===== src/rtl/fadd_arbiter.sv =====
`default_nettype none
// ============================================================================
// Module   : fadd_arbiter
// Brief    : Round-robin sequencer sharing one non-pipelined float adder among
//            NREQ requesters, with a watchdog that turns a hung op into an error.
// Revision : 1.0 - initial release
// ============================================================================
module fadd_arbiter #(
    parameter int NREQ    = 4,
    parameter int IDW     = 2,
    parameter int TIMEOUT = 64
) (
    input  logic                 clk,
    input  logic                 rst,
    input  logic [NREQ-1:0]      req_valid,
    input  logic [32*NREQ-1:0]   req_a,
    input  logic [32*NREQ-1:0]   req_b,
    output logic [NREQ-1:0]      req_ready,
    output logic                 fu_valid,
    input  logic                 fu_ready,
    output logic [31:0]          fu_a,
    output logic [31:0]          fu_b,
    input  logic                 fu_resp_valid,
    input  logic [31:0]          fu_resp_s,
    output logic                 resp_valid,
    input  logic                 resp_ready,
    output logic [IDW-1:0]       resp_id,
    output logic [31:0]          resp_s,
    output logic                 resp_err,
    output logic [7:0]           stale_cnt
);

    localparam logic [31:0] C_QNAN     = 32'h7FC0_0000;
    localparam logic [7:0]  C_TMO_LAST = 8'(TIMEOUT - 1);

    typedef enum logic [1:0] {
        S_IDLE  = 2'd0,
        S_ISSUE = 2'd1,
        S_WAIT  = 2'd2,
        S_RESP  = 2'd3
    } state_t;

    state_t          r_state;
    state_t          w_next;
    logic [IDW-1:0]  r_last_grant;
    logic [IDW-1:0]  r_id;
    logic [IDW-1:0]  w_grant;
    logic            w_any;
    logic [31:0]     r_op_a;
    logic [31:0]     r_op_b;
    logic [31:0]     r_resp_s;
    logic            r_resp_err;
    logic [7:0]      r_timer;
    logic [7:0]      r_stale_cnt;

    function automatic logic [IDW-1:0] rr_index(input logic [IDW-1:0] base, input int k);
        return IDW'((int'(base) + k) % NREQ);
    endfunction

    // Scan from the farthest candidate down so the nearest one after last_grant wins.
    always_comb begin
        w_grant = '0;
        w_any   = 1'b0;
        for (int k = NREQ; k >= 1; k--) begin
            if (req_valid[rr_index(r_last_grant, k)]) begin
                w_grant = rr_index(r_last_grant, k);
                w_any   = 1'b1;
            end
        end
    end

    always_comb begin
        w_next    = r_state;
        req_ready = '0;
        case (r_state)
            S_IDLE: begin
                if (w_any) begin
                    req_ready[w_grant] = 1'b1;
                    w_next             = S_ISSUE;
                end
            end
            S_ISSUE: begin
                if (fu_ready) begin
                    w_next = S_WAIT;
                end
            end
            S_WAIT: begin
                if (fu_resp_valid || (r_timer == C_TMO_LAST)) begin
                    w_next = S_RESP;
                end
            end
            S_RESP: begin
                if (resp_ready) begin
                    w_next = S_IDLE;
                end
            end
            default: w_next = S_IDLE;
        endcase
    end

    always_ff @(posedge clk) begin
        if (!rst) begin
            r_state      <= S_IDLE;
            r_last_grant <= IDW'(NREQ - 1);
            r_id         <= '0;
            r_op_a       <= '0;
            r_op_b       <= '0;
            r_resp_s     <= '0;
            r_resp_err   <= 1'b0;
            r_timer      <= '0;
            r_stale_cnt  <= '0;
        end else begin
            r_state <= w_next;
            if ((r_state == S_IDLE) && w_any) begin
                r_id   <= w_grant;
                r_op_a <= req_a[int'(w_grant)*32 +: 32];
                r_op_b <= req_b[int'(w_grant)*32 +: 32];
            end
            if ((r_state == S_ISSUE) && fu_ready) begin
                r_timer <= '0;
            end
            // A result on the timeout cycle takes priority over the error.
            if (r_state == S_WAIT) begin
                r_timer <= r_timer + 8'd1;
                if (fu_resp_valid) begin
                    r_resp_s   <= fu_resp_s;
                    r_resp_err <= 1'b0;
                end else if (r_timer == C_TMO_LAST) begin
                    r_resp_s   <= C_QNAN;
                    r_resp_err <= 1'b1;
                end
            end
            if ((r_state == S_RESP) && resp_ready) begin
                r_last_grant <= r_id;
            end
            if (fu_resp_valid && (r_state != S_WAIT) && (r_stale_cnt != 8'hFF)) begin
                r_stale_cnt <= r_stale_cnt + 8'd1;
            end
        end
    end

    assign fu_valid   = (r_state == S_ISSUE);
    assign fu_a       = r_op_a;
    assign fu_b       = r_op_b;
    assign resp_valid = (r_state == S_RESP);
    assign resp_id    = r_id;
    assign resp_s     = r_resp_s;
    assign resp_err   = r_resp_err;
    assign stale_cnt  = r_stale_cnt;

endmodule
`default_nettype wire


===== config.mk =====
export PLATFORM = sky130hd
export DESIGN_NAME = fadd_arbiter
export DESIGN_NICKNAME = d
export VERILOG_FILES = /design/src/rtl/fadd_arbiter.sv
export SDC_FILE = /design/constraint.sdc
export NUM_CORES = 1
export LEC_CHECK = 0
export ABC_AREA = 1
export CAP_MARGIN = 30
export CORE_AREA = 4 4 159 161
export CTS_CLUSTER_DIAMETER = 50
export DETAILED_ROUTE_END_ITERATION = 10
export DIE_AREA = 0 0 163 165
export GPL_TIMING_DRIVEN = 1
export PLACE_DENSITY_LB_ADDON = 0.15
export SLEW_MARGIN = 0
export SYNTH_ARGS = -nofsm -noshare
export SYNTH_HDL_FRONTEND = slang
export SYNTH_SLANG_ARGS = --single-unit

===== constraint.sdc =====
create_clock -name clk -period 2.7 [get_ports clk]
set_clock_uncertainty 0.2 [all_clocks]
set_input_delay 0.27 -clock clk [delete_from_list [all_inputs] [get_ports clk]]
set_output_delay 0.27 -clock clk [all_outputs]
set_load 0.05 [all_outputs]

# After elaboration in Yosys (flattened, before gate mapping)
# Index checks and enable logic that the tools add are counted.
[totals]
elab_cells = 76
n_memories = 0
latch_bits = 0
mem_bits_rw = 0
rom_bits = 0
input_bits = 297
register_bits = 119
[op_classes]
order_cmp = 6
multipliers = 0
n_mux = 31
add_sub_neg = 6
n_eq_ne = 10
n_div = 0
n_reduce_logical = 12
shifts = 2
n_bitwise = 0
[ops]
columns = ["op", "n"]
rows = [
  ["$shiftx 128x8->32", 2],
  ["$mux 32", 2],
  ["$add 8x1->8 const B", 2],
  ["$mux 2", 8],
  ["$mux 8", 2],
  ["$lt 2x3->1 const B", 5],
  ["$mux 1", 11],
  ["$bmux 1 s2", 4],
  ["$eq 8x6->1 const B", 1],
  ["$mux 4", 2],
  ["$ne 8x8->1 const B", 1],
  ["$pmux 2 s4", 1],
  ["$logic_and 1x1->1", 6],
  ["$ne 2x2->1 const B", 3],
  ["$add 2x1->2 const B", 2],
  ["$add 2x2->2 const B", 2],
  ["$eq 2x2->1 const B", 2],
  ["$ne 2x1->1 const B", 2],
  ["$reduce_and 4->1", 1],
  ["$reduce_bool 2->1", 2],
  ["$demux 1 s2", 1],
  ["$eq 2x1->1 const B", 1],
  ["$ge 2x1->1 const B", 1],
  ["$logic_not 2->1", 1],
  ["2 further kinds", 2],
]

# Logic depth before layout (Yosys ltp)
[depth]
ltp_word = 13
depth_mapped = 17

# Worst setup path after synthesis
# OpenSTA, ideal clock, no wires.
[synth_path]
path_kind = "flip-flop to output port"
start = "register r_last_grant[0]"
end = "output req_ready[3]"
stages_incl_launch_ff = 11
setup_slack_ns = -0.166
t_arrival_ns = 2.396
path_cell_list = "dfxtp_1 -> buf_4 -> o21ai_1 -> nand2_1 -> nand2_1 -> nand3_1 -> nand2_1 -> nand2_1 -> buf_2 -> buf_1 -> nor3_1"
[synth_via]
elab_chain_len = 13
word_cells_on_any_way = 27
cone_classes = "add/sub: 4; order compare: 2; mux: 20; reduce/logical: 1"
[synth_rtl]
columns = ["element", "line", "source"]
rows = [
  ["start: declaration", "45", "logic [IDW-1:0] r_last_grant;"],
  ["start signal: assignment", "104", "r_last_grant <= IDW'(NREQ - 1);"],
  ["start signal: assignment", "134", "r_last_grant <= r_id;"],
  ["$add 2x1->2", "57", "return IDW'((int'(base) + k) % NREQ);"],
  ["$bmux 1 s2", "65", "if (req_valid[rr_index(r_last_grant, k)]) begin"],
  ["$mux 1 (not written as such)", "65", ""],
  ["$mux 2 (4 in series)", "65", ""],
  ["$lt 2x3->1 (not written as such) or $ge 2x1->1 (tied branches)", "78", "req_ready[w_grant] = 1'b1;"],
  ["$logic_and 1x1->1 (not written as such)", "78", ""],
  ["$mux 1 (not written as such)", "78", ""],
  ["$demux 1 s2", "78", ""],
  ["$mux 4 *", "77", "if (w_any) begin"],
  ["$mux 4 *", "75", "case (r_state)"],
  ["end: declaration", "18", "output logic [NREQ-1:0] req_ready,"],
]
# Mark *: on every way between the ends. The rest lies on a longest branch, timed or not. The select of a mux whose other input is x is not followed.

# Final worst setup path
[layout_path]
start = "register r_last_grant[0]"
end = "output req_ready[0]"
# Same word-level chain as after synthesis.

==> flow_summary_export.csv <==
group,metric,value,unit
clocking,clkSinkCount,119,
worst_setup_path,cp-startpoint,"r_last_grant[0]",
synth,yosysTopAreaCell,"dfxtp_1",
synth,synth-seq-area-share,32.05,%
drt,drt-total-wl,30340,um
placement,dp_hpwl,22140,um
timing,setup_ws,0.1761,ns
drt,vias_per_cell,4.543,
worst_setup_path,cp_max_fo,6,
clocking,clk-insertion-delay-late,0.41,ns
timing,slew_headroom,59.96,%
drt,dr.pass1.iters,4,
power_and_ir_drop,leakagePower,5.904,nW
placement,placed_cell_area,11860,um2
floorplanning,start_util,31.02,%
worst_setup_path,r2r_slack,0.34,ns
floorplanning,die_h,165,um
synth,ys_types,31,
floorplanning,die_x,163,um
hold_path,hold_depth,3,
layout,nFillCells,2510,
clocking,cts.htree.levels,4,
layout,drive_above_1_share,4.537,%
timing,setup_violations,0,
clocking,cts_root_buffer,"clkbuf_16",
worst_setup_path,cp.required,2.23,ns
timing,hold_slack,0.2029,ns
floorplanning,die-area,26900,um2
synth,synth_seq_cells,119,
grt,grt_pass1_wl,45320,um
power_and_ir_drop,peakVddDrop,0.4693,mV
timing,fmax,396.2,MHz
layout,fin_util,52.08,%
synth,synth_top_area_share,32.05,%
drt,drc_errors,0,
clocking,cts_tree,"done",
synth,synth.cell_area,7433,um2
drt,vias,9081,
clocking,clockBufferDepth,2,
synth,syn_inst,1293,
grt,grt_pass1_vias,8376,
worst_setup_path,cp-end-kind,"primary output",
layout,diodes,0,
synth,synthTopCellsByArea,"dfxtp_1, nand2_1, nand3_1",
placement,place_congestion,0.8292,
layout,final_area,12480,um2
grt,grt_usage,21.30,%
hold_path,hold_class,"input port to flop",
clocking,path_clk_slew,0.07,ns
timing,finalCriticalPeriod,2.524,ns
drt,wl_per_cell,15.18,um
layout,syn_to_final_growth,67.90,%
synth,yosys_warnings,0,
placement,pre_cts_slack,0.1116,ns
timing,fin_crit_sh,93.48,%
hold_path,worst_hold_path.endpoint,"resp_s[7]",
worst_setup_path,r2r-start,"r_last_grant[0]",
power_and_ir_drop,p_per_area,1019,nW/um2
clocking,cts_buffers,17,
floorplanning,row_count,57,
grt,grt_max_degree,97,
floorplanning,core,23960,um2
floorplanning,io_pins,410,
synth,synth_nets,1596,
flow_run,maxCapViolations,0,
grt,antenna_found_initial,0,
grt,overflow,0,
worst_setup_path,r2r_end,"fu_a[11]",
clocking,holdBufCountCts,0,
placement,port-buffer-count,409,
outcome,status,"finished, final reports clean",
worst_setup_path,critical_path_class,"flop to primary output",
worst_setup_path,worstSetupStartpointType,"flop",
timing,rsz0062_at_grt,"true",
drt,ant_nets,0,
timing,finalHoldViolCount,0,
timing,worstMarginPinSlew,0.5988,ns
timing,slew_viol_final,0,
synth,syn_area_per_cell,5.749,um2
drt,drtIter0Drc,617,
worst_setup_path,reg2reg_depth,13,
hold_path,min_from,"fu_resp_s[7]",
layout,final_nets,1965,
worst_setup_path,cp.arrival,2.05,ns
-- cells in the mapped netlist --
| cell type | n |
|---|---|
| o21ai_1 | 1 |
| buf_4 | 2 |
| a211oi_1 | 2 |
| and3_1 | 1 |
| or2_2 | 1 |
| buf_2 | 22 |
| clkbuf_1 | 35 |
| nor2_2 | 1 |
| nor3b_1 | 1 |
| a21oi_1 | 75 |
| o211a_1 | 2 |
| nand3_1 | 215 |
| nor4_1 | 2 |
| o21ai_0 | 21 |
| nand2_1 | 355 |
| nor3_1 | 6 |
| buf_6 | 11 |
| inv_2 | 2 |
| nand4_1 | 1 |
| xor2_1 | 1 |
| inv_1 | 221 |
| buf_1 | 8 |
| o211ai_1 | 3 |
| nand2_2 | 2 |
| and2_1 | 1 |
| dfxtp_1 | 119 |
| nand3_2 | 1 |
| ha_1 | 6 |
| o22ai_1 | 2 |
| inv_4 | 1 |
| nor2_1 | 172 |
-- layout make-up --
class / instances / area, um2 / area share [%]
Timing Repair Buffer: 428 / 4412 / 35.35
Clock inverter: 15 / 167.7 / 1.343
Inverter: 224 / 850.8 / 6.817
Multi-Input combinational cell: 872 / 3832 / 30.71
Tap cell: 324 / 405.4 / 3.248
Sequential cell: 119 / 2387 / 19.13
Clock buffer: 17 / 425.4 / 3.409
-- stage by stage --
stage / power (mW) / cells / setup TNS (ns)
2_1_floorplan: 7.786 / 1293 / 0
3_3_place_gp: 10.45 / 1966 / 0
3_5_place_dp: 10.49 / 1966 / 0
4_1_cts: 12.84 / 1998 / 0
5_1_grt: 13.59 / 1999 / -0.04508
6_report: 12.72 / 1999 / 0
-- critical path, stage by stage, from the launching register on --
cell,delay (ns)
dfxtp_4,0.37
clkbuf_2,0.15
nand2_1,0.09
nand3_1,0.11
nand2_1,0.07
inv_1,0.04
nand2_1,0.07
nand2_1,0.06
nand2_2,0.11
nand2_4,0.09
inv_6,0.09
nand2_2,0.09
nor2_2,0.14
buf_12,0.15
-- cells by family after synthesis --
family | after synthesis | share of synthesized area (%)
buffers and inverters | 302 | 16.87
and+or+nand+nor | 759 | 42.48
AOI/OAI and AO/OA | 106 | 7.473
xor gates and xnor gates | 1 | 0.1178
adders and majority gates | 6 | 1.010
DFF | 119 | 32.05
-- routing by layer --
| layer | vias to the layer above | global-route usage (%) | wire length (um) |
|---|---|---|---|
| met5 | - | 0 | 0 |
| met4 | 0 | 7.320 | 728 |
| met3 | 39 | 7.587 | 2895 |
| met2 | 334 | 36.70 | 14540 |
| met1 | 4004 | 24.55 | 12170 |
| li1 | 4704 | - | - |
-- flip-flops by register name, indices dropped and copies added (netlist names), 2 cells and up --
register / flops
fu_a: 32
fu_b: 32
resp_s: 32
r_timer: 8
stale_cnt: 8
r_last_grant: 2
r_state: 2
resp_id: 2
-- placed cells by master, fill, tap and decap left out, drive strengths merged, types with 2 or more instances in the layout --
cell	Yosys	layout
o21ai	22	22
nor4	2	2
clkdlybuf4s50	0	405
o22ai	2	2
o211a	2	2
nand2	357	357
nor3	6	6
o211ai	3	3
clkbuf	35	18
ha	6	6
nand3	216	216
a21oi	75	75
a211oi	2	2
clkinv	0	5
inv	224	233
nor2	173	173
buf	43	22
dfxtp	119	119
-- power breakdown --
group	switching, mW	internal (mW)	total (mW)	leakage, nW
logic	5.00	2.70	7.70	4.64
clock network	1.04	1.25	2.29	0.289
registers	0.349	2.37	2.72	0.979
-- worst max-delay path by stage --
stage              endpoint
2_1_floorplan  req_ready[0]
3_3_place_gp       fu_a[28]
3_5_place_dp       fu_a[30]
4_1_cts        req_ready[2]
5_1_grt        req_ready[0]
6_report       req_ready[0]
-- repair_timing --
item	CTS	global route
endpoints found under the setup margin	2	3
buffers inserted	0	1
resized for setup	1	9
pin swaps	0	1
(Power assumes the default switching activity.)
